<file path="src/rtl/uart_rx_errchk.sv">
// Parametrised UART receiver: oversampled 3-sample majority voting, parity,
// framing, break and overrun detection, FWFT receive FIFO with valid/ready.
module uart_rx_errchk #(
  parameter int unsigned CLK_FREQ   = 50_000_000,
  parameter int unsigned BAUD_RATE  = 115_200,
  parameter int unsigned DATA_WIDTH = 8,
  parameter int unsigned PARITY     = 0,
  parameter int unsigned STOP_BITS  = 1,
  parameter int unsigned OVERSAMPLE = 16,
  parameter int unsigned FIFO_DEPTH = 4
) (
  input  logic                        clk,
  input  logic                        reset_n,
  input  logic                        rxd,
  output logic [DATA_WIDTH-1:0]       rx_data,
  output logic                        rx_parity_err,
  output logic                        rx_frame_err,
  output logic                        rx_valid,
  input  logic                        rx_ready,
  output logic                        overrun,
  output logic                        break_det,
  output logic [$clog2(FIFO_DEPTH):0] fifo_count
);
  localparam int unsigned SAMP_RATE = BAUD_RATE * OVERSAMPLE;
  localparam int unsigned DIV       = (CLK_FREQ + SAMP_RATE / 2) / SAMP_RATE;
  localparam int unsigned DIV_W     = (DIV > 1) ? $clog2(DIV) : 1;
  localparam int unsigned PH_W      = $clog2(OVERSAMPLE);
  localparam int unsigned BIT_W     = $clog2(DATA_WIDTH);
  localparam int unsigned PTR_W     = $clog2(FIFO_DEPTH);
  localparam int unsigned CNT_W     = PTR_W + 1;
  localparam int unsigned ENT_W     = DATA_WIDTH + 2;

  localparam logic [PH_W-1:0] PH_S0   = PH_W'(OVERSAMPLE / 2 - 1);
  localparam logic [PH_W-1:0] PH_S1   = PH_W'(OVERSAMPLE / 2);
  localparam logic [PH_W-1:0] PH_S2   = PH_W'(OVERSAMPLE / 2 + 1);
  localparam logic [PH_W-1:0] PH_LAST = PH_W'(OVERSAMPLE - 1);

  typedef enum logic [2:0] {
    S_IDLE, S_START, S_DATA, S_PARITY, S_STOP, S_BRKWAIT
  } state_t;

  logic                  sync1_q, sync2_q, rx_s, rx_prev_q;
  logic [1:0]            rst_sh_q;
  logic                  armed_q, armed_d;
  logic [DIV_W-1:0]      div_q, div_d;
  logic                  tick, decide, maj;
  logic [PH_W-1:0]       phase_q, phase_d;
  logic [1:0]            smp_q, smp_d;
  state_t                state_q, state_d;
  logic [BIT_W-1:0]      bitcnt_q, bitcnt_d;
  logic [DATA_WIDTH-1:0] shreg_q, shreg_d;
  logic                  perr_q, perr_d, ferr_q, ferr_d, par_bit_q, par_bit_d;
  logic                  stopcnt_q, stopcnt_d, ferr_n;
  logic                  push, push_ferr, brk_d;
  logic [ENT_W-1:0]      mem_q [FIFO_DEPTH];
  logic [ENT_W-1:0]      head;
  logic [PTR_W-1:0]      wr_ptr_q, wr_ptr_d, rd_ptr_q, rd_ptr_d;
  logic [CNT_W-1:0]      count_q, count_d;
  logic                  pop, full, do_push, ovr_d;
  logic                  overrun_q, break_det_q;

  assign rx_s   = sync2_q;
  assign tick   = (div_q == DIV_W'(DIV - 1));
  assign decide = tick && (phase_q == PH_S2);
  assign maj    = (smp_q[0] & smp_q[1]) | (smp_q[0] & rx_s) | (smp_q[1] & rx_s);

  always_comb begin
    div_d     = tick ? '0 : div_q + DIV_W'(1);
    phase_d   = phase_q;
    smp_d     = smp_q;
    state_d   = state_q;
    armed_d   = armed_q;
    bitcnt_d  = bitcnt_q;
    shreg_d   = shreg_q;
    perr_d    = perr_q;
    ferr_d    = ferr_q;
    par_bit_d = par_bit_q;
    stopcnt_d = stopcnt_q;
    ferr_n    = ferr_q | ~maj;
    push      = 1'b0;
    push_ferr = 1'b0;
    brk_d     = 1'b0;
    if (tick) begin
      phase_d = (phase_q == PH_LAST) ? '0 : phase_q + PH_W'(1);
      if (phase_q == PH_S0) smp_d[0] = rx_s;
      if (phase_q == PH_S1) smp_d[1] = rx_s;
    end
    unique case (state_q)
      S_IDLE: begin
        // Synchroniser holds 1 for two cycles after reset; judge the line only once it is real.
        if (rst_sh_q[1]) begin
          if (!armed_q) begin
            if (rx_s) begin
              armed_d = 1'b1;
            end else begin
              state_d = S_BRKWAIT;
              phase_d = '0;
            end
          end else if (rx_prev_q && !rx_s) begin
            state_d = S_START;
            phase_d = '0;
          end
        end
      end
      S_START: if (decide) begin
        if (maj) begin
          state_d = S_IDLE;
        end else begin
          state_d  = S_DATA;
          bitcnt_d = '0;
          perr_d   = 1'b0;
          ferr_d   = 1'b0;
        end
      end
      S_DATA: if (decide) begin
        shreg_d = {maj, shreg_q[DATA_WIDTH-1:1]};
        if (bitcnt_q == BIT_W'(DATA_WIDTH - 1)) begin
          state_d   = (PARITY != 0) ? S_PARITY : S_STOP;
          stopcnt_d = 1'b0;
        end else begin
          bitcnt_d = bitcnt_q + BIT_W'(1);
        end
      end
      S_PARITY: if (decide) begin
        par_bit_d = maj;
        perr_d    = ((^shreg_q) ^ maj) != (PARITY == 2);
        state_d   = S_STOP;
        stopcnt_d = 1'b0;
      end
      S_STOP: if (decide) begin
        if (!stopcnt_q && !maj && (shreg_q == '0) && ((PARITY == 0) || !par_bit_q)) begin
          push      = 1'b1;
          push_ferr = 1'b1;
          brk_d     = 1'b1;
          state_d   = S_BRKWAIT;
          phase_d   = '0;
        end else if (stopcnt_q == 1'(STOP_BITS - 1)) begin
          push      = 1'b1;
          push_ferr = ferr_n;
          state_d   = S_IDLE;
        end else begin
          stopcnt_d = 1'b1;
          ferr_d    = ferr_n;
        end
      end
      S_BRKWAIT: begin
        // Phase counter doubles as the "line high for one full bit" timer.
        if (!rx_s) begin
          phase_d = '0;
        end else if (tick && (phase_q == PH_LAST)) begin
          state_d = S_IDLE;
          armed_d = 1'b1;
        end
      end
      default: state_d = S_IDLE;
    endcase
  end

  assign rx_valid = (count_q != '0);
  assign pop      = rx_valid && rx_ready;
  assign full     = (count_q == CNT_W'(FIFO_DEPTH));
  assign do_push  = push && (!full || pop);
  assign ovr_d    = push && full && !pop;

  always_comb begin
    wr_ptr_d = do_push ? wr_ptr_q + PTR_W'(1) : wr_ptr_q;
    rd_ptr_d = pop ? rd_ptr_q + PTR_W'(1) : rd_ptr_q;
    count_d  = count_q;
    if (do_push && !pop) count_d = count_q + CNT_W'(1);
    if (!do_push && pop) count_d = count_q - CNT_W'(1);
  end

  always_ff @(posedge clk or negedge reset_n) begin
    if (!reset_n) begin
      sync1_q     <= 1'b1;
      sync2_q     <= 1'b1;
      rx_prev_q   <= 1'b1;
      rst_sh_q    <= '0;
      armed_q     <= 1'b0;
      div_q       <= '0;
      phase_q     <= '0;
      smp_q       <= '1;
      state_q     <= S_IDLE;
      bitcnt_q    <= '0;
      shreg_q     <= '0;
      perr_q      <= 1'b0;
      ferr_q      <= 1'b0;
      par_bit_q   <= 1'b0;
      stopcnt_q   <= 1'b0;
      wr_ptr_q    <= '0;
      rd_ptr_q    <= '0;
      count_q     <= '0;
      overrun_q   <= 1'b0;
      break_det_q <= 1'b0;
      for (int unsigned i = 0; i < FIFO_DEPTH; i++) mem_q[i] <= '0;
    end else begin
      sync1_q     <= rxd;
      sync2_q     <= sync1_q;
      rx_prev_q   <= sync2_q;
      rst_sh_q    <= {rst_sh_q[0], 1'b1};
      armed_q     <= armed_d;
      div_q       <= div_d;
      phase_q     <= phase_d;
      smp_q       <= smp_d;
      state_q     <= state_d;
      bitcnt_q    <= bitcnt_d;
      shreg_q     <= shreg_d;
      perr_q      <= perr_d;
      ferr_q      <= ferr_d;
      par_bit_q   <= par_bit_d;
      stopcnt_q   <= stopcnt_d;
      wr_ptr_q    <= wr_ptr_d;
      rd_ptr_q    <= rd_ptr_d;
      count_q     <= count_d;
      overrun_q   <= ovr_d;
      break_det_q <= brk_d;
      if (do_push) mem_q[wr_ptr_q] <= {shreg_q, perr_q, push_ferr};
    end
  end

  assign head          = mem_q[rd_ptr_q];
  assign rx_data       = head[ENT_W-1:2];
  assign rx_parity_err = head[1];
  assign rx_frame_err  = head[0];
  assign overrun       = overrun_q;
  assign break_det     = break_det_q;
  assign fifo_count    = count_q;

endmodule

</file>
<file path="config.mk">
export PLATFORM = sky130hd
export DESIGN_NAME = uart_rx_errchk
export DESIGN_NICKNAME = d
export VERILOG_FILES = /design/src/rtl/uart_rx_errchk.sv
export SDC_FILE = /design/constraint.sdc
export NUM_CORES = 1
export LEC_CHECK = 0
export ABC_AREA = 1
export CORE_MARGIN = 2
export CORE_UTILIZATION = 50
export CTS_CLUSTER_DIAMETER = 50
export DETAILED_ROUTE_END_ITERATION = 6
export PLACE_DENSITY = 0.68
export SLEW_MARGIN = 20
export SYNTH_ARGS = -nofsm -noshare
export SYNTH_HDL_FRONTEND = slang
export SYNTH_SLANG_ARGS = --single-unit
export TNS_END_PERCENT = 30
</file>
<file path="constraint.sdc">
create_clock -name clk -period 4.54 [get_ports clk]
set_input_delay 0.908 -clock clk [delete_from_list [all_inputs] [get_ports clk]]
set_output_delay 0.908 -clock clk [all_outputs]
set_load 0.01 [all_outputs]
</file>
* Word level (Yosys, flattened, before mapping) *
Index checks and enable logic that the tools add are counted.

storage, ports and cells
  register bits = 83
  bits of input ports = 4
  output and inout port bits = 16
  logic and storage cells = 179

operators by class
  add/subtract/negate cells = 7
  magnitude comparators = 3
  equality and inequality tests = 27
  muxes and demuxes = 70
  bitwise operators = 10
  reductions and logical operators = 38

operator list
  kind                                                                   number
  3-bit two-way mux                                                      19
  40-bit bitwise mux                                                     1
  4-bit two-way mux                                                      8
  10-bit two-way mux                                                     3
  1-bit two-way mux                                                      28
  2-bit != test, second input constant                                   12
  10-bit binary-select mux with 2-bit select                             1
  10-bit demux with 2-bit select                                         1
  3-bit case mux with 6 select lines                                     1
  3-bit equality test, second input constant                             4
  4-bit equality test, second input constant                             3
  1-bit logical AND                                                      12
  4-bit case mux with 3 select lines                                     1
  6-bit AND reduction                                                    2
  11-bit AND reduction                                                   1
  2-bit nonzero test                                                     5
  3-bit != test, second input constant                                   3
  8-bit zero test                                                        1
  4-bit AND reduction                                                    2
  8-bit XOR reduction                                                    1
  3-bit by 1-bit adder with 3-bit output, second input constant          2
  3-bit by 2-bit equality test with 1-bit output, second input constant  2
  3-bit >= comparator, second input constant                             2
  1-bit zero test                                                        6
  23 further kinds                                                       34

* Logic depth before layout (Yosys ltp) *
  word-level depth = 13
  mapped depth = 13

* Least setup slack after synthesis *
OpenSTA, ideal clock, no wires.

  path kind = input to register
  start point = input port rx_ready
  end point = register count_q[2] (netlist: fifo_count[2])
  setup time = 131 ps
  arrival time = 2,253 ps
  data required time = 4,409 ps
  setup slack = 2,156 ps
  stages on the path = 10
  path buffers = 1
  cells stage by stage = inv_1 nand3_1 buf_4 nand2_2 ha_1 inv_1 fa_1 a21oi_1 o21ai_0 xor2_1

on the way
  longest elaborated chain between the ends = 6

RTL lines
  what                                                     RTL line  source
  start, declared                                          19        input logic rx_ready,
  1-bit logical AND *                                      160       assign pop = rx_valid && rx_ready;
  1-bit logical OR                                         162       assign do_push = push && (!full || pop);
  1-bit logical AND                                        162
  1-bit zero test                                          170       if (!do_push && pop) count_d = count_q - CNT_W'(1);
  1-bit logical AND                                        170
  3-bit two-way mux or 2-bit nonzero test (tied branches)  -
  end signal, assigned                                     214       count_q <= count_d;
  end, declared                                            58        logic [CNT_W-1:0] count_q, count_d;

Mark *: on every way between the ends. The rest lies on a longest branch, timed or not.
A chain may end at the register's enable or synchronous reset.

* Worst setup path after layout *
  start point = register rd_ptr_q[0]
  end point = output port rx_parity_err

on the way
  longest elaborated chain between the ends = 4

RTL lines
  what                                                    RTL line  source
  start, declared                                         57        logic [PTR_W-1:0] wr_ptr_q, wr_ptr_d, rd_ptr_q, rd_ptr_d;
  start signal, assigned                                  213       rd_ptr_q <= rd_ptr_d;
  2-bit inverter with 3-bit output (implied by the code)  221       assign head = mem_q[rd_ptr_q];
  10-bit binary-select mux with 2-bit select              221
  10-bit two-way mux (implied by the code) (2 in series)  221
  end, declared                                           16        output logic rx_parity_err,

No other way between the ends. The select of a mux whose other input is x is not followed.

==> flow_summary.ini <==
[outcome]
run_status = complete, no violations

[grt]
grt_first_pass_wirelength_mm = 15.2
grt_use_total_pct = 21.3
grt_max_degree = 83
first_global_vias = 3148
grt_antenna_before_repair = 0
grt_remaining_overflow = 0

[timing]
skew_ns = 0.0124
final_setup_fails = 0
tightestPinTransition_ns = 0.742
hold_ws_ns = 0.355
final_critical_path_setup_slack_ns = 1.32
post_route_setup_tns_ns = 0
report.final.hold_viol_count = 0
slew_limit_fails = 0
min_period_ns = 3.22
timing.max_slew.rel_slack_pct = 50.5
achievable-frequency_ghz = 0.311
final_period_util_pct = 70.9
rsz0062_at_grt = no

[run]
max_cap_viol_count = 0

[detailed_routing]
totalWireLength_mm = 8.94
drt_first_pass_iters = 5
ant_nets = 0
viasPerCell = 5.48
final_routed_wire_length_divided_by_cell_count_um = 14.4
route.detailed.drc = 0
vias = 3411
top_signal_layer_used = met4
first_iter_violations = 189
wl_met1_mm = 4.12
dr_wl_met3_um = 520
route.met2.wl_mm = 4.17

[yosys]
synth_common_cells = 149 x sky130_fd_sc_hd__nand2_1, 77 x sky130_fd_sc_hd__dfrtp_1, 43 x sky130_fd_sc_hd__nor2_1
yosys.area.top_type = sky130_fd_sc_hd__dfrtp_1
synth_ff_type = sky130_fd_sc_hd__dfrtp_1
syn_nets = 524
yosys.cell_count.top_type = sky130_fd_sc_hd__nand2_1
netlist_area_mm2 = 0.00422
netlist_instances = 503
asyncSetResetFlopFracSynth_pct = 100
synth_edf_count = 0
synth.yosys.seq_area_share_pct = 48.7
synth_top_cells_by_area = sky130_fd_sc_hd__dfrtp_1 46%, sky130_fd_sc_hd__nand2_1 13%, sky130_fd_sc_hd__nand4_1 6.2%, sky130_fd_sc_hd__ha_1 4.7%, sky130_fd_sc_hd__o21ai_0 3.9%
synth.distinct_cells = 31
area_share_of_the_largest_cell_type_after_synthesis_pct = 45.6
synth-seq-cells = 82
syn-mean-instance-area_um2 = 8.40
warnings_from_yosys = 0

[layout]
post_layout_nonfiller_instances = 623
layout-area-overhead-vs-synth_pct = 10.8
antenna_cells = 0
final_net_count = 535
fraction_of_final_layout_cells_with_drive_strength_greater_than_1_pct = 8.11

[clock_network]
clk_latency_ns = 0.36
ctsRootBufferMaster = sky130_fd_sc_hd__clkbuf_8
post_cts_resized = 0
cts_made_buffers = 9
htree_num_levels = 3
postCtsSetupBuffers = 0
clock_slew_at_reported_path_ffs_ns = 0.08
cts-root-to-sink-buffers = 2
cts_tree = built
cts.sink_count = 82
cts_hold_buf = 0

[placement]
gpl.final_weighted_congestion = 0.822
dpl_wire_length_mm = 5.72
numPortBuffers = 19
place_ws_ns = 1.66
placed_cells = 608

[worst_setup_path]
critical_path.max_fanout = 23
max_stage_delay_ns = 0.57
critical_path_class = flip-flop to output pin
required_time_of_the_critical_path_ns = 3.63
crit_chain = buf_4 -> inv_1 -> o21ai_0 -> o22ai_1 -> clkdlybuf4s50_1
setup.worst_path.end_class = output pin
crit_slowest_cell = sky130_fd_sc_hd__clkdlybuf4s50_1
start_kind = flip-flop
worst_ep_arrival_time_ns = 2.31

[die]
fp.coreArea_mm2 = 0.00822
chipWidth_um = 95.9
initial_utilization_pct = 51.4
die_height_um = 95.9
pin_count = 20
row_count = 33
die-area_mm2 = 0.00920

[power]
static-leakage-power_nw = 2.33
power.total_w = 0.00211
vdd.ir_drop.worst_mv = 0.313
pwr_density_cell_mw_per_mm2 = 451

[min_path]
hold_path_class = flip-flop to flip-flop
-- critical path: cells and delay by family, from the launching register on --
kind / cells / cell delay, ns
AOI/OAI and AO/OA: 2 / 0.35
buffers and inverters: 3 / 1.24
DFF: 1 / 0.37
-- cells in the final DEF, fill, tap and decap left out, drive strengths merged, types with 2 or more instances in the layout --
cell type | Yosys | routed
nor2 | 47 | 47
nand2 | 153 | 153
o21ai | 41 | 41
xor2 | 7 | 7
clkinvlp | 0 | 2
nand3 | 26 | 26
o22ai | 10 | 10
dfstp | 5 | 5
bufinv | 0 | 2
buf | 8 | 3
clkbuf | 13 | 11
inv | 44 | 44
ha | 16 | 16
a21oi | 5 | 5
xnor2 | 4 | 4
clkdlybuf4s50 | 0 | 18
dfrtp | 77 | 77
nand4 | 42 | 42
-- kinds of logic after synthesis --
group                      count (synthesis)  synth area share, %
and+or+nand+nor                          270                 29.9
DFF                                       82                 48.7
buffers and inverters                     65                 6.64
AOI/OAI and AO/OA                         57                 7.11
adders and majority gates                 17                 5.21
xor gates and xnor gates                  11                 2.28
other                                      1               0.0888
-- sequential cells by signal (all words and copies together) (netlist names), 2 cells and up --
signal / count
mem_q: 40
smp_q: 2
bitcnt_q: 3
state_q: 3
wr_ptr_q: 2
rst_sh_q: 2
phase_q: 4
div_q: 5
shreg_q: 8
fifo_count: 3
rd_ptr_q: 2
-- layer usage --
layer	global-route usage [%]	up-vias
li1	-	1676
met1	29.5	1631
met2	33.9	94
met3	3.52	10
met4	7.74	0
met5	0	-
-- per-stage QoR --
step	cell area, µm²	util (%)
final	4680	56.9
after global routing	4680	56.9
after CTS	4670	56.9
after detailed placement	4450	54.1
after global placement	4450	54.1
after floorplan	4220	-
-- report_power, final --
part	total [W]	switching [W]	internal [W]
Clock	0.000600	0.000264	0.000337
Combinational	0.000688	0.000404	0.000284
Sequential	0.000821	0.0000528	0.000768
Total	0.00211	0.000721	0.00139
-- path summary, 6_finish.rpt --
kind                                   from            end  slack, ns  cells after the start
worst max-delay path            rd_ptr_q[0]  rx_parity_err       1.32                      5
worst min-delay path            rst_sh_q[0]    rst_sh_q[1]       0.36                      0
worst max register to register     div_q[0]  fifo_count[1]       1.66                     11
worst min register to register  rst_sh_q[0]    rst_sh_q[1]       0.36                      0
max in group asynchronous           reset_n         perr_q       3.44                      1
min in group asynchronous           reset_n  fifo_count[2]       0.59                      1
-- final cells by class --
cell class,count,area [µm²]
repair buffers,21,206
fillers,734,3540
inverters,44,165
clock buffers,11,151
flip-flops and latches,82,2060
well taps,105,131
clock inverters,4,75.1
multi-input cells,356,1890
Note: power is estimated with default switching activity, not from simulation.
